## src/rtl/rlight_pkg.sv

```systemverilog
// ============================================================================
// Package : rlight_pkg
// Brief   : Register offsets and mode/direction encodings of the running light.
// Rev     : 1.0 - initial release
// ============================================================================
`default_nettype none

package rlight_pkg;

    localparam logic [7:0] ADDR_PATTERN = 8'h00;
    localparam logic [7:0] ADDR_MODE    = 8'h04;
    localparam logic [7:0] ADDR_PRESC   = 8'h08;
    localparam logic [7:0] ADDR_OUTPUT  = 8'h0C;
    localparam logic [7:0] ADDR_STEPS   = 8'h10;

    typedef enum logic [1:0] {
        MODE_OFF      = 2'd0,
        MODE_ROTL     = 2'd1,
        MODE_ROTR     = 2'd2,
        MODE_PINGPONG = 2'd3
    } rlight_mode_e;

    typedef enum logic {
        DIR_LEFT  = 1'b0,
        DIR_RIGHT = 1'b1
    } rlight_dir_e;

endpackage

`default_nettype wire

```

## src/rtl/tlul_pkg.sv

```systemverilog
// ============================================================================
// Package : tlul_pkg
// Brief   : TL-UL channel types shared by bus masters and register slaves.
// Rev     : 1.0 - initial release
// ============================================================================
`default_nettype none

package tlul_pkg;

    typedef enum logic [2:0] {
        PutFullData    = 3'h0,
        PutPartialData = 3'h1,
        Get            = 3'h4
    } tl_a_op_e;

    typedef enum logic [2:0] {
        AccessAck     = 3'h0,
        AccessAckData = 3'h1
    } tl_d_op_e;

    typedef struct packed {
        logic        a_valid;
        tl_a_op_e    a_opcode;
        logic [2:0]  a_param;
        logic [1:0]  a_size;
        logic [7:0]  a_source;
        logic [31:0] a_address;
        logic [3:0]  a_mask;
        logic [31:0] a_data;
        logic        d_ready;
    } tl_h2d_t;

    typedef struct packed {
        logic        d_valid;
        tl_d_op_e    d_opcode;
        logic [2:0]  d_param;
        logic [1:0]  d_size;
        logic [7:0]  d_source;
        logic        d_sink;
        logic [31:0] d_data;
        logic        d_error;
        logic        a_ready;
    } tl_d2h_t;

endpackage

`default_nettype wire

```

## src/rtl/rlight_prescaler.sv

```systemverilog
// ============================================================================
// Module : rlight_prescaler
// Brief  : Free-running divider producing a one-cycle tick every limit+1 cycles.
// Rev    : 1.0 - initial release
// ============================================================================
`default_nettype none

module rlight_prescaler #(
    parameter int PRESC_W = 32
) (
    input  logic               clk,
    input  logic               rst,
    input  logic               i_en,
    input  logic               i_clr,
    input  logic [PRESC_W-1:0] i_limit,
    output logic               o_tick
);

    logic [PRESC_W-1:0] r_cnt;
    logic               w_hit;

    assign w_hit  = i_en & (r_cnt == i_limit);
    // A clear restarts the period, so the coincident tick is swallowed.
    assign o_tick = w_hit & ~i_clr;

    always_ff @(posedge clk or posedge rst) begin
        if (rst) begin
            r_cnt <= '0;
        end else if (i_clr || !i_en || w_hit) begin
            r_cnt <= '0;
        end else begin
            r_cnt <= r_cnt + 1'b1;
        end
    end

endmodule

`default_nettype wire

```

## src/rtl/tlul_adapter_reg.sv

```systemverilog
// ============================================================================
// Module : tlul_adapter_reg
// Brief  : TL-UL to register-interface bridge, one outstanding access.
// Rev    : 1.0 - initial release
// ============================================================================
`default_nettype none

module tlul_adapter_reg
    import tlul_pkg::*;
#(
    parameter int RegAw = 8,
    parameter int RegDw = 32
) (
    input  logic                 clk_i,
    input  logic                 rst_ni,
    input  tl_h2d_t              tl_i,
    output tl_d2h_t              tl_o,
    output logic                 re_o,
    output logic                 we_o,
    output logic [RegAw-1:0]     addr_o,
    output logic [RegDw-1:0]     wdata_o,
    output logic [RegDw/8-1:0]   be_o,
    input  logic                 busy_i,
    input  logic [RegDw-1:0]     rdata_i,
    input  logic                 error_i
);

    logic             r_outstanding;
    tl_d_op_e         r_opcode;
    logic [1:0]       r_size;
    logic [7:0]       r_source;
    logic [RegDw-1:0] r_rdata;
    logic             r_error;

    logic w_a_ready;
    logic w_a_ack;
    logic w_is_wr;
    logic w_is_rd;
    logic w_unused_tl;

    assign w_a_ready = ~r_outstanding & ~busy_i;
    assign w_a_ack   = tl_i.a_valid & w_a_ready;
    assign w_is_wr   = (tl_i.a_opcode == PutFullData) || (tl_i.a_opcode == PutPartialData);
    assign w_is_rd   = (tl_i.a_opcode == Get);

    assign we_o    = w_a_ack & w_is_wr;
    assign re_o    = w_a_ack & w_is_rd;
    assign addr_o  = {tl_i.a_address[RegAw-1:2], 2'b00};
    assign wdata_o = tl_i.a_data;
    assign be_o    = tl_i.a_mask;

    assign w_unused_tl = ^{tl_i.a_param, tl_i.a_address[31:RegAw], tl_i.a_address[1:0]};

    // Read data is captured on acceptance, so the response holds the value
    // the registers had in the request cycle.
    always_ff @(posedge clk_i or negedge rst_ni) begin
        if (!rst_ni) begin
            r_outstanding <= 1'b0;
            r_opcode      <= AccessAck;
            r_size        <= 2'd0;
            r_source      <= 8'd0;
            r_rdata       <= '0;
            r_error       <= 1'b0;
        end else if (w_a_ack) begin
            r_outstanding <= 1'b1;
            r_opcode      <= w_is_rd ? AccessAckData : AccessAck;
            r_size        <= tl_i.a_size;
            r_source      <= tl_i.a_source;
            r_rdata       <= w_is_rd ? rdata_i : '0;
            r_error       <= error_i | ~(w_is_wr | w_is_rd);
        end else if (tl_i.d_ready) begin
            r_outstanding <= 1'b0;
        end
    end

    always_comb begin
        tl_o          = '0;
        tl_o.d_valid  = r_outstanding;
        tl_o.d_opcode = r_opcode;
        tl_o.d_size   = r_size;
        tl_o.d_source = r_source;
        tl_o.d_data   = r_rdata;
        tl_o.d_error  = r_error;
        tl_o.a_ready  = w_a_ready;
    end

endmodule

`default_nettype wire

```

## src/rtl/rlight_multi.sv

```systemverilog
// ============================================================================
// Module : rlight_multi
// Brief  : TL-UL running-light peripheral with rotate/ping-pong modes.
// Rev    : 1.0 - initial release
// ============================================================================
`default_nettype none

module rlight_multi
    import rlight_pkg::*;
#(
    parameter int NumLeds = 8,
    parameter int PrescW  = 32,
    parameter int RegAw   = 5
) (
    input  logic                 clk_i,
    input  logic                 rst_i,
    input  tlul_pkg::tl_h2d_t    tl_i,
    output tlul_pkg::tl_d2h_t    tl_o,
    output logic [NumLeds-1:0]   led_o
);

    localparam int c_idx_w = (NumLeds > 2) ? $clog2(NumLeds) : 1;
    localparam logic [c_idx_w-1:0] c_idx_last = c_idx_w'(NumLeds - 2);
    localparam logic [NumLeds-1:0] c_pattern_rst = NumLeds'((32'd1 << (NumLeds / 2)) - 32'd1);

    localparam logic [RegAw-1:0] c_a_pattern = RegAw'(ADDR_PATTERN);
    localparam logic [RegAw-1:0] c_a_mode    = RegAw'(ADDR_MODE);
    localparam logic [RegAw-1:0] c_a_presc   = RegAw'(ADDR_PRESC);
    localparam logic [RegAw-1:0] c_a_output  = RegAw'(ADDR_OUTPUT);
    localparam logic [RegAw-1:0] c_a_steps   = RegAw'(ADDR_STEPS);

    logic             w_rst_n;
    logic             w_re;
    logic             w_we;
    logic [RegAw-1:0] w_addr;
    logic [31:0]      w_wdata;
    logic [3:0]       w_be;
    logic [31:0]      w_rdata;
    logic             w_unused_bus;

    logic w_wr_pattern;
    logic w_wr_mode;
    logic w_wr_presc;
    logic w_wr_steps;
    logic w_tick;

    logic [NumLeds-1:0] r_pattern;
    rlight_mode_e       r_mode;
    logic [PrescW-1:0]  r_presc;
    logic [NumLeds-1:0] r_led;
    logic [31:0]        r_steps;
    rlight_dir_e        r_dir;
    logic [c_idx_w-1:0] r_idx;

    logic [NumLeds-1:0] w_led_nxt;
    rlight_dir_e        w_dir_nxt;
    logic [c_idx_w-1:0] w_idx_nxt;

    function automatic logic [NumLeds-1:0] rot_l(input logic [NumLeds-1:0] v);
        return {v[NumLeds-2:0], v[NumLeds-1]};
    endfunction

    function automatic logic [NumLeds-1:0] rot_r(input logic [NumLeds-1:0] v);
        return {v[0], v[NumLeds-1:1]};
    endfunction

    assign w_rst_n = ~rst_i;

    tlul_adapter_reg #(
        .RegAw (RegAw),
        .RegDw (32)
    ) u_reg_if (
        .clk_i   (clk_i),
        .rst_ni  (w_rst_n),
        .tl_i    (tl_i),
        .tl_o    (tl_o),
        .re_o    (w_re),
        .we_o    (w_we),
        .addr_o  (w_addr),
        .wdata_o (w_wdata),
        .be_o    (w_be),
        .busy_i  (1'b0),
        .rdata_i (w_rdata),
        .error_i (1'b0)
    );

    assign w_unused_bus = ^{w_be, w_wdata};

    assign w_wr_pattern = w_we && (w_addr == c_a_pattern);
    assign w_wr_mode    = w_we && (w_addr == c_a_mode);
    assign w_wr_presc   = w_we && (w_addr == c_a_presc);
    assign w_wr_steps   = w_we && (w_addr == c_a_steps);

    rlight_prescaler #(
        .PRESC_W (PrescW)
    ) u_presc (
        .clk     (clk_i),
        .rst     (rst_i),
        .i_en    (r_mode != MODE_OFF),
        .i_clr   (w_wr_pattern | w_wr_mode),
        .i_limit (r_presc),
        .o_tick  (w_tick)
    );

    always_comb begin
        w_rdata = '0;
        if (w_re) begin
            case (w_addr)
                c_a_pattern: w_rdata = 32'(r_pattern);
                c_a_mode:    w_rdata = 32'(r_mode);
                c_a_presc:   w_rdata = 32'(r_presc);
                c_a_output:  w_rdata = 32'(r_led);
                c_a_steps:   w_rdata = r_steps;
                default:     w_rdata = '0;
            endcase
        end
    end

    // Pattern load beats mode write beats tick; ping-pong turns around after
    // NumLeds-1 steps so the lit bit visits both end positions exactly once.
    always_comb begin
        w_led_nxt = r_led;
        w_dir_nxt = r_dir;
        w_idx_nxt = r_idx;
        if (w_wr_pattern) begin
            w_led_nxt = w_wdata[NumLeds-1:0];
            w_dir_nxt = DIR_LEFT;
            w_idx_nxt = '0;
        end else if (w_wr_mode) begin
            w_dir_nxt = DIR_LEFT;
            w_idx_nxt = '0;
        end else if (w_tick) begin
            case (r_mode)
                MODE_ROTL: w_led_nxt = rot_l(r_led);
                MODE_ROTR: w_led_nxt = rot_r(r_led);
                MODE_PINGPONG: begin
                    w_led_nxt = (r_dir == DIR_LEFT) ? rot_l(r_led) : rot_r(r_led);
                    if (r_idx == c_idx_last) begin
                        w_idx_nxt = '0;
                        w_dir_nxt = (r_dir == DIR_LEFT) ? DIR_RIGHT : DIR_LEFT;
                    end else begin
                        w_idx_nxt = r_idx + 1'b1;
                    end
                end
                default: w_led_nxt = r_led;
            endcase
        end
    end

    always_ff @(posedge clk_i or posedge rst_i) begin
        if (rst_i) begin
            r_pattern <= c_pattern_rst;
            r_mode    <= MODE_OFF;
            r_presc   <= '0;
            r_led     <= c_pattern_rst;
            r_steps   <= '0;
            r_dir     <= DIR_LEFT;
            r_idx     <= '0;
        end else begin
            if (w_wr_pattern) r_pattern <= w_wdata[NumLeds-1:0];
            if (w_wr_mode)    r_mode    <= rlight_mode_e'(w_wdata[1:0]);
            if (w_wr_presc)   r_presc   <= w_wdata[PrescW-1:0];
            if (w_wr_steps) begin
                r_steps <= '0;
            end else if (w_tick) begin
                r_steps <= r_steps + 32'd1;
            end
            r_led <= w_led_nxt;
            r_dir <= w_dir_nxt;
            r_idx <= w_idx_nxt;
        end
    end

    assign led_o = r_led;

endmodule

`default_nettype wire

```

## config.mk

```make
export PLATFORM = sky130hd
export DESIGN_NAME = rlight_multi
export DESIGN_NICKNAME = d
export VERILOG_FILES = /design/src/rtl/rlight_pkg.sv /design/src/rtl/tlul_pkg.sv /design/src/rtl/rlight_prescaler.sv /design/src/rtl/tlul_adapter_reg.sv /design/src/rtl/rlight_multi.sv
export SDC_FILE = /design/constraint.sdc
export NUM_CORES = 1
export LEC_CHECK = 0
export CORE_UTILIZATION = 35
export CTS_CLUSTER_DIAMETER = 40
export CTS_CLUSTER_SIZE = 25
export DETAILED_ROUTE_END_ITERATION = 8
export PLACE_DENSITY = 0.63
export SLEW_MARGIN = 0
export SYNTH_ARGS = -nofsm -noshare
export SYNTH_HDL_FRONTEND = slang
export SYNTH_SLANG_ARGS = --single-unit
```

## constraint.sdc

```tcl
create_clock -name clk_i -period 19.1 [get_ports clk_i]
set_input_delay 5.73 -clock clk_i [delete_from_list [all_inputs] [get_ports clk_i]]
set_output_delay 5.73 -clock clk_i [all_outputs]
set_load 0.02 [all_outputs]
```

# After elaboration in Yosys (flattened, before gate mapping)

Cells that the tools add are included.

Flip-flop bits (word level): 165
Input bits: 88
Output and inout port bits: 60
Logic and storage cells: 85

Eq/ne operators: 12
Reduce and logical (&&, ||, !) cells: 21
Add/subtract/negate cells: 3
Bitwise logic cells: 10
Muxes and demuxes: 25

Operators with widths:

| operator                                       | count |
|---|---|
| two-way mux 32 bit                             | 5 |
| one-hot mux 32 bit (5 select lines)            | 1 |
| adder 32 x 1 -> 32 bit (second input constant) | 2 |
| == test 32 bit                                 | 1 |
| two-way mux 8 bit                              | 4 |
| one-hot mux 8 bit (3 select lines)             | 1 |
| two-way mux 3 bit                              | 5 |
| == test 3 bit (second input constant)          | 3 |
| two-way mux 1 bit                              | 9 |
| nonzero test 3 bit                             | 3 |
| nonzero test 2 bit                             | 4 |
| == test 3 x 1 -> 1 bit (second input constant) | 2 |
| == test 3 x 2 -> 1 bit (second input constant) | 2 |
| AND reduction 3 bit                            | 2 |
| AND 1 bit                                      | 5 |
| logical NOT 5 bit                              | 1 |
| == test 2 bit (second input constant)          | 2 |
| logical AND 1 bit                              | 4 |
| nonzero test 4 bit                             | 1 |
| adder 3 x 1 -> 3 bit (second input constant)   | 1 |
| logical NOT 3 bit                              | 1 |
| logical OR 1 bit                               | 3 |
| inverter 1 bit                                 | 3 |
| == test 2 x 1 -> 1 bit (second input constant) | 1 |
| 4 further kinds                                | 5 |

# Depth between registers and ports, before layout

Gate-level depths: netlist of run 1.

Depth after elaboration: 10
Mapped depth: 9
Gate-level depth less buffers: 7

# Modules after synthesis

From an unflattened synthesis of run 1, not the netlist that was laid out.

Cells, all modules: 879
Area total of the unflattened synthesis: 8976.1 µm²

Modules (own cells, without submodules):

| module           | times used | sequential area each (µm²) | cells each | area an instance (µm²) |
|---|---|---|---|---|
| rlight_multi     | 1          | 2162.1                     | 477        | 4693.3 |
| tlul_adapter_reg | 1          | 1126.1                     | 194        | 2306.0 |
| rlight_prescaler | 1          | 800.8                      | 208        | 1976.9 |

# Worst setup path before layout of run 1

OpenSTA, ideal clock, no wires.

Path kind: input-to-reg
Start: input port tl_i[85] in the netlist's numbering
End: register r_steps[24]
Buffers on the path: 0
Path slack: 11.811 ns
Stages on the path: 6
Arrival: 7.223 ns
Required time: 19.034 ns
Setup time: 0.066 ns
Path through: nor4b_4 -> nand2_1 -> o21ai_0 -> or4_4 -> or4_1 -> nand2_1

Cells in the longest elaborated chain, start to end: 7
Elaborated cells on any way between the ends: 10
Classes of those cells: mux (1); bitwise (5); reduce/logical (4)

Ends and longest elaborated chain:

| what                                 | line                                   | RTL |
|---|---|---|
| start, declared                      | rlight_multi.sv:17                     | `input tlul_pkg::tl_h2d_t tl_i,` |
| AND 1 bit (*)                        | tlul_adapter_reg.sv:42                 | `assign w_a_ack = tl_i.a_valid & w_a_ready;` |
| AND 1 bit (*)                        | tlul_adapter_reg.sv:46                 | `assign we_o = w_a_ack & w_is_wr;` |
| logical AND 1 bit (on tied branches) | rlight_multi.sv:89, rlight_multi.sv:90 |  |
| bitwise OR 1 bit                     | rlight_multi.sv:100                    | `.i_clr (w_wr_pattern \| w_wr_mode),` |
| inverter 1 bit                       | rlight_prescaler.sv:24                 | `assign o_tick = w_hit & ~i_clr;` |
| AND 1 bit                            | rlight_prescaler.sv:24                 |  |
| nonzero test 2 bit (no source line)  | -                                      |  |
| end signal, assigned                 | rlight_multi.sv:166                    | `r_steps <= r_steps + 32'd1;` |
| end, declared                        | rlight_multi.sv:51                     | `logic [31:0] r_steps;` |

Mark *: on every way between the ends. The rest lies on a longest branch, timed or not.
A chain may end at the register's enable or synchronous reset.

# Worst setup path in the final report of run 1

Start: input port tl_i[40] in the netlist's numbering
End: register r_steps[16]

Cells in the longest elaborated chain, start to end: 6
Elaborated cells on any way between the ends: 11
Classes of those cells: eq/ne (2); mux (1); bitwise (3); reduce/logical (5)

Ends and longest elaborated chain:

| what                                                        | line |
|---|---|
| == test 3 x 1 -> 1 bit or logical NOT 5 bit (tied branches) | rlight_multi.sv:90, rlight_multi.sv:89 |
| logical AND 1 bit (on tied branches)                        | rlight_multi.sv:90, rlight_multi.sv:89 |
| bitwise OR 1 bit                                            | rlight_multi.sv:100 |
| inverter 1 bit                                              | rlight_prescaler.sv:24 |
| AND 1 bit                                                   | rlight_prescaler.sv:24 |
| nonzero test 2 bit (no source line)                         | - |

Several ways; a longest one is shown, not always the timed one.

==> results of run 1 <==
==> cell type report <==
type,instances,area share [%]
inverters,16,0.659
multi-input cells,559,37.5
repair buffers,111,11.1
clock inverters,11,1.08
clock buffers,21,4.66
well taps,285,3.61
flip-flops and latches,163,41.4
==> layer usage <==
layer	GRT usage, %	vias to the layer above	share of wire (%)
met5	0	-	0
met2	28.2	142	47
met3	3.38	29	3.7
met1	25.4	3175	47
li1	-	2958	-
met4	6.57	0	2.2
==> report_power, final <==
group	internal (W)	leakage [nW]	switching, W
Clock	0.000187	0.258	0.000140
Combinational	0.0000808	1.78	0.0000920
Sequential	0.000383	2.18	0.0000396
Total	0.000651	4.21	0.000272
==> cell families (layout without fill, tap and decap cells) <==
kind of cell    count (synthesis)  after routing  share of synthesized area (%)
mux                            53             53                           7.29
buf+inv                        62            159                           3.68
xor+xnor                       70             70                           7.61
simple gates                  278            278                           18.5
other cells                     1              6                         0.0465
fa+ha+maj                       2              2                          0.310
flops                         163            163                           50.7
compound gates                150            150                           11.9
==> synthesized netlist by cell type (2+ instances only) <==
master | number | area [µm²]
sky130_fd_sc_hd__nor2_1 | 62 | 233
sky130_fd_sc_hd__o21ai_1 | 2 | 10.0
sky130_fd_sc_hd__nand2_1 | 82 | 308
sky130_fd_sc_hd__buf_1 | 4 | 15.0
sky130_fd_sc_hd__and3_1 | 9 | 56.3
sky130_fd_sc_hd__buf_6 | 2 | 22.5
sky130_fd_sc_hd__xnor2_1 | 17 | 149
sky130_fd_sc_hd__or2_2 | 2 | 12.5
sky130_fd_sc_hd__and2_1 | 6 | 37.5
sky130_fd_sc_hd__nand3_1 | 26 | 130
sky130_fd_sc_hd__o41ai_1 | 2 | 17.5
sky130_fd_sc_hd__or4_1 | 8 | 60.1
sky130_fd_sc_hd__or3_1 | 15 | 93.8
sky130_fd_sc_hd__o211ai_1 | 2 | 15.0
sky130_fd_sc_hd__a22o_1 | 8 | 70.1
sky130_fd_sc_hd__nor2b_1 | 4 | 25.0
sky130_fd_sc_hd__mux2_2 | 46 | 518
sky130_fd_sc_hd__o31ai_1 | 6 | 45.0
sky130_fd_sc_hd__dfstp_2 | 8 | 210
sky130_fd_sc_hd__mux2i_1 | 7 | 70.1
sky130_fd_sc_hd__o221ai_1 | 8 | 70.1
sky130_fd_sc_hd__and3_2 | 4 | 30.0
sky130_fd_sc_hd__nor4_1 | 7 | 43.8
sky130_fd_sc_hd__nand4_1 | 18 | 113
sky130_fd_sc_hd__inv_1 | 16 | 60.1
sky130_fd_sc_hd__a21oi_1 | 32 | 160
sky130_fd_sc_hd__buf_4 | 9 | 67.6
sky130_fd_sc_hd__dfrtp_1 | 155 | 3880
sky130_fd_sc_hd__o21ai_0 | 41 | 205
sky130_fd_sc_hd__and4_4 | 3 | 33.8
sky130_fd_sc_hd__xor2_1 | 53 | 464
sky130_fd_sc_hd__o22ai_1 | 8 | 50.1
sky130_fd_sc_hd__nand3b_1 | 4 | 30.0
sky130_fd_sc_hd__a22oi_1 | 36 | 270
sky130_fd_sc_hd__ha_1 | 2 | 25.0
sky130_fd_sc_hd__nor3_1 | 6 | 30.0
sky130_fd_sc_hd__buf_2 | 4 | 20.0
sky130_fd_sc_hd__clkbuf_1 | 26 | 97.6
sky130_fd_sc_hd__and4_1 | 4 | 35.0
sky130_fd_sc_hd__nor4_2 | 7 | 87.6
==> how the worst max path moves through the flow <==
stage,slack [ns],cells past startpoint,from,to
finish,10.77,6,tl_i[40],r_steps[16]
global route,10.55,6,tl_i[39],r_steps[1]
CTS,10.79,6,tl_i[40],r_steps[16]
detailed placement,10.35,6,tl_i[40],r_steps[16]
global placement,10.34,6,tl_i[40],r_steps[23]
floorplan,8.98,1,rst_i,led_o[4]
==> tightest hold or removal path, cell delays in order, from the launching register on <==
cell and delay, ns:
sky130_fd_sc_hd__dfstp_2 0.37, sky130_fd_sc_hd__nand2_1 0.05, sky130_fd_sc_hd__nand2_1 0.04
==> registers in the layout, indices dropped and copies added (netlist names) <==
register and count:
r_steps 32, u_reg_if.r_error 1, r_dir 1, r_presc 32, r_idx 3, u_reg_if.r_opcode 1
led_o 8, u_reg_if.r_outstanding 1, u_presc.r_cnt 32, u_reg_if.r_rdata 32, u_reg_if.r_size 2, r_mode 2
u_reg_if.r_source 8, r_pattern 8
==> per-stage QoR <==
stage,instances,total power [W],setup slack (ns),hold WS [ns],area [µm²]
CTS,1166,0.000931,10.79,0.460,9870
detailed placement,1134,0.000603,10.35,0.450,9300
floorplan,784,0.000526,8.98,0.439,8080
global route,1166,0.000967,10.55,0.489,9870
global placement,1134,0.000601,10.34,0.449,9300
finish,1166,0.000923,10.77,0.459,9870
==> results.md, run 1 <==
- In the final layout, the multi-input gates occupy 3700 µm².
- Static timing analysis puts the maximum clock frequency at between 100 and 150 MHz.
- The final design utilization is 43.6%.
- The worst setup path is captured at a register.
- The count of yosys warnings during synthesis is 0.
- In the global route stage, overall resource usage came out at a little under a fifth.
- The HPWL after detailed placement is ~14 mm.
- The die width is 154 µm.
- 148 I/O pins were placed.
- The layout filler cell count is about 2100.
- The vertical die dimension is 154 µm.
- The required time reported for the critical path endpoint is about 20 ns.
- The clock root buffer is sky130_fd_sc_hd__clkbuf_16.
- The critical path data arrival time is 8.67 ns.
- For the worst flop-to-flop path, the logic depth is 6.
- The class of the tightest hold or removal check is reg2reg.
- The initial antenna violation count is 0.
- Of the available clock period, the critical path in the final layout requires between 40% and 50%.
- The area growth from synthesis to layout is 22.4%.
- The placeable core area is 22600 µm².
- The worst register-to-register path has a setup slack of 16.11 ns.
- The proportion of layout cells with a drive suffix above 1 is between 10% and 20%.
- The floorplan has 55 rows.
- The gate count after technology mapping is a little under 800.
- The number of cells traversed by the worst hold path is 2.
- The post-synth design cell area is 8060 µm².
- The worst register-to-register path begins at r_presc[29].
- The time the final worst path needs with I/O delays and setup is 8.33 ns.
- Synthesis instantiated between 50 and 60 different standard cells from the library.
- In the layout the commonest cells are sky130_fd_sc_hd__dfrtp_1, sky130_fd_sc_hd__clkdlybuf4s50_1, sky130_fd_sc_hd__nand2_1.
- The clock slew seen by the registers of the worst setup and hold paths is 0.06 ns.
- The DRC marker count from the first detailed-route iteration is 442.
- Headroom to the max-slew limit came out at between 20% and 30%.
- At the pin with the least slew margin, the transition time is 1.09 ns.
- The register area share after synthesis is 50.7%.
- The initial cell density of the core is 35.6%.
- The post-CTS repair timing setup buffer count is 0.
- The largest fanout of any net on the critical path is 41.
- The summed negative setup slack over all endpoints is 0 ns.
- The tool flagged a number of max-cap violations equal to 0.
- The first global-routing pass estimated 33.6 mm of wire.
- The first detailed-routing pass took 5 iterations.
- The flow ran to the end, and the final reports show no timing, DRC or antenna violations.
- The hold buffer count at cts is 0.
- The full die area is 23600 µm².
- The total clock sinks is 163.
- The final wirelength is a little over 20 mm.
- The number of max-slew violations in the final report is 0.
- The fraction of synthesis flops using an asynchronous set or reset pin is 100%.
- Counting flops and latches in the post-synthesis netlist gives 163.
- The start point of the worst hold path is r_pattern[1].
- The post-route antenna net violation count is 0.
- The number of global-route vias before repair came to 6083.
- The number of buffers and inverters on the critical path is 1.
- During placement, the flow inserted port buffers numbering 105.
- In this run the deepest clock path goes through 2 buffers.
- The synthesized design contains 0 enable-type register cells.
- The number of failing hold endpoints at the final stage is 0.
- For this run, the slowest stage of the critical path takes 0.74 ns.
- The most used flip-flop cell after synthesis is sky130_fd_sc_hd__dfrtp_1.
- The number of nets in the finished design is 958.
- Setup repair after global routing left no endpoint under its margin.
- The maximum clock skew at final layout is 0.00911 ns.
- The sequential cell area in the final layout is 4090 µm².
- The most common library cell in the layout ignoring fill and taps is sky130_fd_sc_hd__dfrtp_1.
- The analysis attributes to cell leakage a power of 4.21 nW.
- For the worst-skew pair, the clock arrives at the later sink with an insertion delay of 0.42 ns.
- Each instance of the synthesized netlist takes up on average ~10 µm².
- Clock tree synthesis inserted a total of 17 buffers.
- The largest delay contributor family on the critical path is simple AND/OR/NAND/NOR gates.
- The remaining design rule violation count is 0.
- The kind of critical path is in2reg.
- The peak ir drop on the vdd network is 0.0437 mV.
- Post-CTS repair changed the size of 0 cells.
- The kind of start point of the critical path is a primary input.
- The endpoint of the worst hold path is r_pattern[1].
- Traced cell by cell, the critical path runs through clkdlybuf4s50_1 -> nor2_1 -> a21oi_2 -> nand3_2 -> or4_1 -> a21oi_1.
- Among all stages on the critical path, the largest delay is contributed by sky130_fd_sc_hd__clkdlybuf4s50_1.
- In this run the critical register-to-register path is captured at u_presc.r_cnt[31].
- 0 antenna diodes ended up in the layout.
- The power per standard cell area is 93.5 nW/µm².
- Summing over every cut layer, the via total after detailed routing is 6304.
- The final weighted congestion in routability-driven placement is 0.826.
- CTS built an H-tree with a depth of 4.
- The number of setup violations in the final report is 0.
- The pin count of the biggest net entering global routing is 66.
- TritonCTS built the clock tree.
- After detailed routing, the average wire length per cell comes to approximately 18 µm.
- In the routed layout, each cell is associated on average with a via count of about 5.4.
- After global routing the overflow that remains totals 0.
No activity file was read; power rests on OpenSTA's default activity.
==> run 2: changes to the inputs <==
- clock period: 19.1 -> 8 ns (I/O delays scaled with it)
==> results.md, run 2 (synthesis gave the netlist of run 1 again) <==
- The proportion of layout cells with a drive suffix above 1 is 13.3% (about the same).
- The vertical die dimension is 154 µm (unchanged).
- The pre-CTS setup slack is 2.54 ns (was 10.35 ns).
- The most common library cell in the layout ignoring fill and taps is sky130_fd_sc_hd__dfrtp_1 (unchanged).
- The top-level port count is 148 (unchanged).
- The ratio of routed vias to standard cells was 5.35 (was 5.41).
- The required time reported for the critical path endpoint is 8.34 ns (was 19.44 ns).
- The overall routing resource usage is 18.2% (about the same).
- The maximum clock skew at final layout is 0.0111 ns (was 0.00911 ns).
- Commonest cells after routing, fill and taps aside: sky130_fd_sc_hd__dfrtp_1, sky130_fd_sc_hd__clkdlybuf4s50_1, sky130_fd_sc_hd__nand2_1 (unchanged).
- The power per standard cell area came to 230 nW/µm² (was 93.5 nW/µm²).
- The post-route total power is 0.00228 W (was 0.000923 W).
- The time the final worst path needs with I/O delays and setup is 5.04 ns.
- Derived from the worst setup path, the maximum achievable clock frequency is 198 MHz.
- The post-route antenna net violation count is 0 (unchanged).
- The period utilization is 63.0%.
- The clock slew seen by the registers of the worst setup and hold paths came to 0.06 ns (about the same).
- The largest fanout of any net on the critical path was 41 (unchanged).
- The hold buffer count at cts is 0 (unchanged).
- The number of cells traversed by the worst hold path is 2 (unchanged).
- The post-cts repair resize count came to 0 (unchanged).
- The remaining design rule violation count is 0 (unchanged).
- The number of global-route vias before repair is 6009 (was 6083).
- The pin count of the biggest net entering global routing is 110 (was 66).
- The cell leakage power is 4.24 nW (was 4.21 nW).
- The kind of critical path was in2reg (unchanged).
- The worst-skew pair later-pin latency is 0.43 ns (was 0.42 ns).
- The placed instance area was 9300 µm² (about the same).
- Status: completed (unchanged).
- The total of max-cap violations is 0 (unchanged).
- The final weighted congestion in routability-driven placement is 0.831 (was 0.826).
- Setup repair after global routing missed its margin: false (unchanged).
- The post-CTS repair timing setup buffer count is 0 (unchanged).
- The HPWL after detailed placement was 14.3 mm (was 14.5 mm).
- The wire length per cell is 17.9 µm (was 17.7 µm).
- The number of vias after detailed routing is 6233 (was 6304).
- The number of nets in the finished design was 957 (was 958).
- The capturing element type of the critical path was a register (unchanged).
- The CTS tree is yes (unchanged).
- The area growth from synthesis to layout is 23.0% (was 22.4%).
- The most used routing layer in global routing is met2 (unchanged).
- The relative slew slack is 24.4% (was 26.9%).
- The full die area is 23600 µm² (unchanged).
- The global-route wire length before repair came to 33.7 mm (was 33.6 mm).
- The number of CTS-inserted buffers is 17 (unchanged).
- The logic depth of the worst register-to-register path is 6 (unchanged).
- The critical path data arrival time is 5.39 ns (was 8.67 ns).
- The fraction of met1 tracks used by global routing was 25.2% (was 25.4%).
- The number of max-slew violations in the final report is 0 (unchanged).
- The cell area after layout is 9920 µm² (was 9870 µm²).
- The slew of the pin with the lowest slew margin is 1.13 ns (was 1.09 ns).
- The number of detailed-route iterations in the first pass came to 5 (unchanged).
- The final wirelength came to 20.8 mm (was 20.7 mm).
- The total clock sinks came to 163 (unchanged).
- The met3 usage is 2.93% (was 3.38%).
- The number of failing hold endpoints at the final stage is 0 (unchanged).
- The count of H-tree levels built during CTS is 4 (unchanged).
- The DRC marker count from the first detailed-route iteration is 439 (was 442).
- The placeable core area was 22600 µm² (unchanged).
- The kind of start point of the critical path is a primary input (unchanged).
- The peak ir drop on the vdd network was 0.120 mV (was 0.0437 mV).
- The global-route congestion overflow total is 0 (unchanged).
- The die width was 154 µm (unchanged).
- The number of diodes added for antenna fixing is 0 (unchanged).
- The number of cell rows is 55 (unchanged).
- The initial antenna violation count was 1 (was 0).
- The worst setup margin was 2.96 ns (was 10.77 ns).
- The number of port buffers came to 105 (unchanged).
- The global routing usage on met2 is 29.0% (was 28.2%).
- The summed negative setup slack over all endpoints is 0 ns (unchanged).
- The worst-case clock buffer depth came to 2 (unchanged).
- The clock root buffer is sky130_fd_sc_hd__clkbuf_16 (unchanged).
- The class of the tightest hold or removal check is reg2reg (unchanged).
- The initial cell density of the core is 35.6% (unchanged).
- The number of setup violations in the final report was 0 (unchanged).
- The final design utilization is 43.8% (was 43.6%).
run 2: power by group:
group / total (W) / internal (W) / switching, W
registers: 0.00101 / 0.000916 / 0.0000933
clock network: 0.000859 / 0.000517 / 0.000341
logic: 0.000415 / 0.000193 / 0.000222
total: 0.00228 / 0.00163 / 0.000656
run 2: metal layers:
layer / share of wire [%] / vias to the layer above / wire length, µm
met5: 0 / - / 0
met3: 3.2 / 18 / 676
met1: 48 / 3127 / 9980
li1: - / 2955 / -
met2: 48 / 133 / 9950
met4: 1.1 / 0 / 229
run 2: per-stage QoR:
| step | instances | hold WS (ns) |
|---|---|---|
| finish | 1165 | 0.458 |
| global route | 1165 | 0.473 |
| CTS | 1165 | 0.459 |
| detailed placement | 1133 | 0.448 |
| global placement | 1133 | 0.447 |
| floorplan | 784 | 0.439 |
run 2: cell type report:
type	count	area, µm²
Inverter	16	65.1
Multi-Input combinational cell	559	3700
Clock buffer	21	470
Clock inverter	11	151
Timing Repair Buffer	110	1090
Fill cell	2138	12700
Sequential cell	163	4090
Tap cell	285	357
run 2: final timing paths:
check                      slack (ns)    startpoint                   end
hold reg to reg                  0.46  r_pattern[0]          r_pattern[0]
setup reg to reg                 4.96   r_presc[29]     u_presc.r_cnt[10]
hold / removal                   0.46  r_pattern[0]          r_pattern[0]
max in group asynchronous        4.06         rst_i            r_presc[3]
setup / recovery                 2.96      tl_i[40]           r_steps[21]
min in group asynchronous        2.55         rst_i  u_reg_if.r_source[2]
run 2: worst max-delay path: stages:
cell and delay, ns:
sky130_fd_sc_hd__clkdlybuf4s50_1 0.75, sky130_fd_sc_hd__nor2_1 0.17, sky130_fd_sc_hd__a21oi_2 0.48, sky130_fd_sc_hd__nand3_2 0.68, sky130_fd_sc_hd__or4_1 0.72, sky130_fd_sc_hd__a21oi_1 0.17
==> run 3: changes to the inputs <==
- PLACE_DENSITY: 0.63 -> 0.65
- clock period: 8 -> 4.5 ns (I/O delays scaled with it)
==> results.md, run 3 (synthesis gave the netlist of run 1 again) <==
- The placed instance area is 9410 µm² (was 9300 µm²).
- Of the available clock period, the critical path in the final layout requires between 70 and 80%.
- The fraction of met1 tracks used by global routing is 24.8% (was 25.2%).
- The final design utilization was 44.4% (was 43.8%).
- The wire length per cell is 17.6 µm (was 17.9 µm).
- The cell-internal power was 0.00294 W (was 0.00163 W).
- The worst reg2reg path endpoint is led_o[0] (was u_presc.r_cnt[10]).
- Worst path cell trace: clkdlybuf4s50_1 -> nor4b_4 -> nand2_1 -> o21ai_0 -> or4_4 -> or4_1 -> nand2_1 (was clkdlybuf4s50_1 -> nor2_1 -> a21oi_2 -> nand3_2 -> or4_1 -> a21oi_1).
- The slew of the pin with the lowest slew margin is 1.15 ns (was 1.13 ns).
- The area growth from synthesis to layout is 24.6% (was 23.0%).
- The die width came to 154 µm (unchanged).
- The endpoint of the worst hold path is r_pattern[2] (was r_pattern[0]).
- The final wirelength came to 20.7 mm (was 20.8 mm).
- The capturing element type of the critical path is a register (unchanged).
- The post-placement cell count is 1145 (was 1133).
- The overall routing resource usage is 18.1% (was 18.2%).
- The worst reg-to-reg setup slack is 1.73 ns (was 4.96 ns).
- The required time reported for the critical path endpoint was 4.87 ns (was 8.34 ns).
- The proportion of layout cells with a drive suffix above 1 is 14.6% (was 13.3%).
- The initial cell density of the core is 35.6% (unchanged).
- The most used routing layer in global routing is met2 (unchanged).
- Status: completed (unchanged).
- The final weighted congestion in routability-driven placement is 0.829 (was 0.831).
- The start point of the worst hold path was r_pattern[2] (was r_pattern[0]).
- The reg-to-reg startpoint was r_presc[29] (unchanged).
- The number of diodes added for antenna fixing is 0 (unchanged).
- The placeable core area is 22600 µm² (unchanged).
- The global-route congestion overflow total is 0 (unchanged).
- The total clock sinks is 163 (unchanged).
- The number of standard cells in the layout, taps in and fillers out is 1177 (was 1165).
- The kind of critical path is in2reg (unchanged).
- The layout filler cell count is 2125 (was 2138).
- The part of the power in registers is 43.7% (was 44.2%).
- The cell area after layout is 10000 µm² (was 9920 µm²).
- The DRC marker count from the first detailed-route iteration is 458 (was 439).
- The total of max-cap violations is 0 (unchanged).
- The post-CTS repair timing setup buffer count is 0 (unchanged).
- The kind of start point of the critical path is a primary input (unchanged).
- The global routing usage on met2 came to 28.4% (was 29.0%).
- The hold buffer count at cts came to 0 (unchanged).
- The clock root buffer is sky130_fd_sc_hd__clkbuf_16 (unchanged).
- The met3 usage is 2.79% (was 2.93%).
- The vertical die dimension is 154 µm (unchanged).
- The most common library cell in the layout ignoring fill and taps is sky130_fd_sc_hd__dfrtp_1 (unchanged).
- The most numerous cell on the critical path is sky130_fd_sc_hd__nand2_1.
- The cell leakage power is 4.32 nW (was 4.24 nW).
- The number of port buffers is 105 (unchanged).
- The summed negative setup slack over all endpoints is 0 ns (unchanged).
- The clock slew seen by the registers of the worst setup and hold paths is 0.06 ns (about the same).
- The number of detailed-route iterations in the first pass is 5 (unchanged).
- The net switching fraction of the power came to 28.5% (was 28.8%).
- The power dissipated by switching net loads is 0.00117 W (was 0.000656 W).
- The slowest library cell on the worst path is sky130_fd_sc_hd__or4_4 (was sky130_fd_sc_hd__clkdlybuf4s50_1).
- The critical path data arrival time is 3.64 ns (was 5.39 ns).
- The ratio of routed vias to standard cells is 5.34 (was 5.35).
- The remaining design rule violation count was 0 (unchanged).
- The HPWL after detailed placement is 14.6 mm (was 14.3 mm).
- The class of the tightest hold or removal check is reg2reg (unchanged).
- The peak ir drop on the vdd network came to 0.252 mV (was 0.120 mV).
- Setup repair after global routing missed its margin: false (unchanged).
- The worst setup margin was 1.24 ns (was 2.96 ns).
- The post-cts repair resize count was 0 (unchanged).
- The time the final worst path needs with I/O delays and setup is 3.26 ns.
- The top-level port count is 148 (unchanged).
- The pin count of the biggest net entering global routing is 61 (was 110).
- The longest individual stage delay on the worst path is 0.62 ns (was 0.75 ns).
- The number of cells traversed by the worst hold path is 2 (unchanged).
- The number of max-slew violations in the final report was 0 (unchanged).
- The worst-skew pair later-pin latency was 0.44 ns (was 0.43 ns).
- The number of CTS-inserted buffers was 17 (unchanged).
- The power per standard cell area is 409 nW/µm² (was 230 nW/µm²).
- The maximum clock skew at final layout is 0.0102 ns (was 0.0111 ns).
- The largest delay contributor family on the critical path is simple AND/OR/NAND/NOR gates (unchanged).
- The number of cell rows came to 55 (unchanged).
- The portion of total power attributed to combinational logic was 18.2% (about the same).
- The logic depth of the worst register-to-register path is 6 (unchanged).
- The number of global-route vias before repair is 6107 (was 6009).
- The CTS tree is yes (unchanged).
- The largest fanout of any net on the critical path is 7 (was 41).
- The combined buffer and inverter count along the critical path came to 1 (unchanged).
- Commonest cells after routing, fill and taps aside: sky130_fd_sc_hd__dfrtp_1, sky130_fd_sc_hd__clkdlybuf4s50_1, sky130_fd_sc_hd__nand2_1 (unchanged).
- The post-route antenna net violation count was 0 (unchanged).
- The pre-CTS setup slack was 0.787 ns (was 2.54 ns).
- The worst-case clock buffer depth is 2 (unchanged).
- The number of nets in the finished design is 969 (was 957).
- The global-route wire length before repair is 33.2 mm (was 33.7 mm).
- The clock share of power was 38.1% (was 37.6%).
- The number of setup violations in the final report came to 0 (unchanged).
- The initial antenna violation count came to 0 (was 1).
- The number of vias after detailed routing is 6284 (was 6233).
- The full die area is 23600 µm² (unchanged).
- The count of H-tree levels built during CTS is 4 (unchanged).
- The relative slew slack is 23.0% (was 24.4%).
- The highest clock rate is a little over 300 MHz.
- The number of failing hold endpoints at the final stage is 0 (unchanged).
run 3: changes by cell type in the layout (fill, tap and decap cells not counted), sizes merged:
| cell | previous run | this run |
|---|---|---|
| buf | 5 | 17 |
| inv | 17 | 16 |
| clkbuf | 21 | 19 |
| clkinv | 3 | 6 |
| clkinvlp | 4 | 3 |
| bufinv | 3 | 4 |
run 3: metal layers:
| layer | part of all wire, % | up-vias |
|---|---|---|
| li1 | - | 2980 |
| met4 | 2.8 | 0 |
| met3 | 4.1 | 37 |
| met1 | 46 | 3089 |
| met5 | 0 | - |
| met2 | 47 | 178 |
run 3: metrics by stage:
step | power [W] | hold WS [ns]
floorplan | 0.00223 | 0.439
global placement | 0.00256 | 0.450
detailed placement | 0.00257 | 0.454
CTS | 0.00415 | 0.464
global route | 0.00429 | 0.478
finish | 0.00411 | 0.461
run 3: power by group through the flow:
| stage | clock network, W | registers, W | logic [W] |
|---|---|---|---|
| 2_1_floorplan | 0 | 0.00183 | 0.000404 |
| 3_3_place_gp | 0 | 0.00182 | 0.000742 |
| 3_5_place_dp | 0 | 0.00182 | 0.000750 |
| 4_1_cts | 0.00160 | 0.00180 | 0.000754 |
| 5_1_grt | 0.00166 | 0.00182 | 0.000819 |
| 6_report | 0.00156 | 0.00180 | 0.000749 |
run 3: worst max path at each step:
stage             start          end  slack [ns]  cells past startpoint
2_1_floorplan     rst_i     led_o[4]        1.09                      1
3_3_place_gp   tl_i[83]  r_steps[24]        0.81                      7
3_5_place_dp   tl_i[83]  r_steps[24]        0.79                      7
4_1_cts        tl_i[83]  r_steps[24]        1.24                      7
5_1_grt        tl_i[83]  r_steps[24]        1.13                      7
6_report       tl_i[83]  r_steps[24]        1.24                      7
run 3: layout make-up:
cell class              instances  area [µm²]  area share [%]
flip-flops and latches        163        4090            40.7
multi-input cells             559        3700            36.8
repair buffers                122        1200            12.0
clock buffers                  19         453            4.51
well taps                     285         357            3.55
clock inverters                13         181            1.81
inverters                      16        63.8           0.635
run 3: worst min-delay path: cells and delay by family (launching register included):
| kind | cells | cell delay [ns] |
|---|---|---|
| simple gates | 2 | 0.10 |
| flops | 1 | 0.37 |
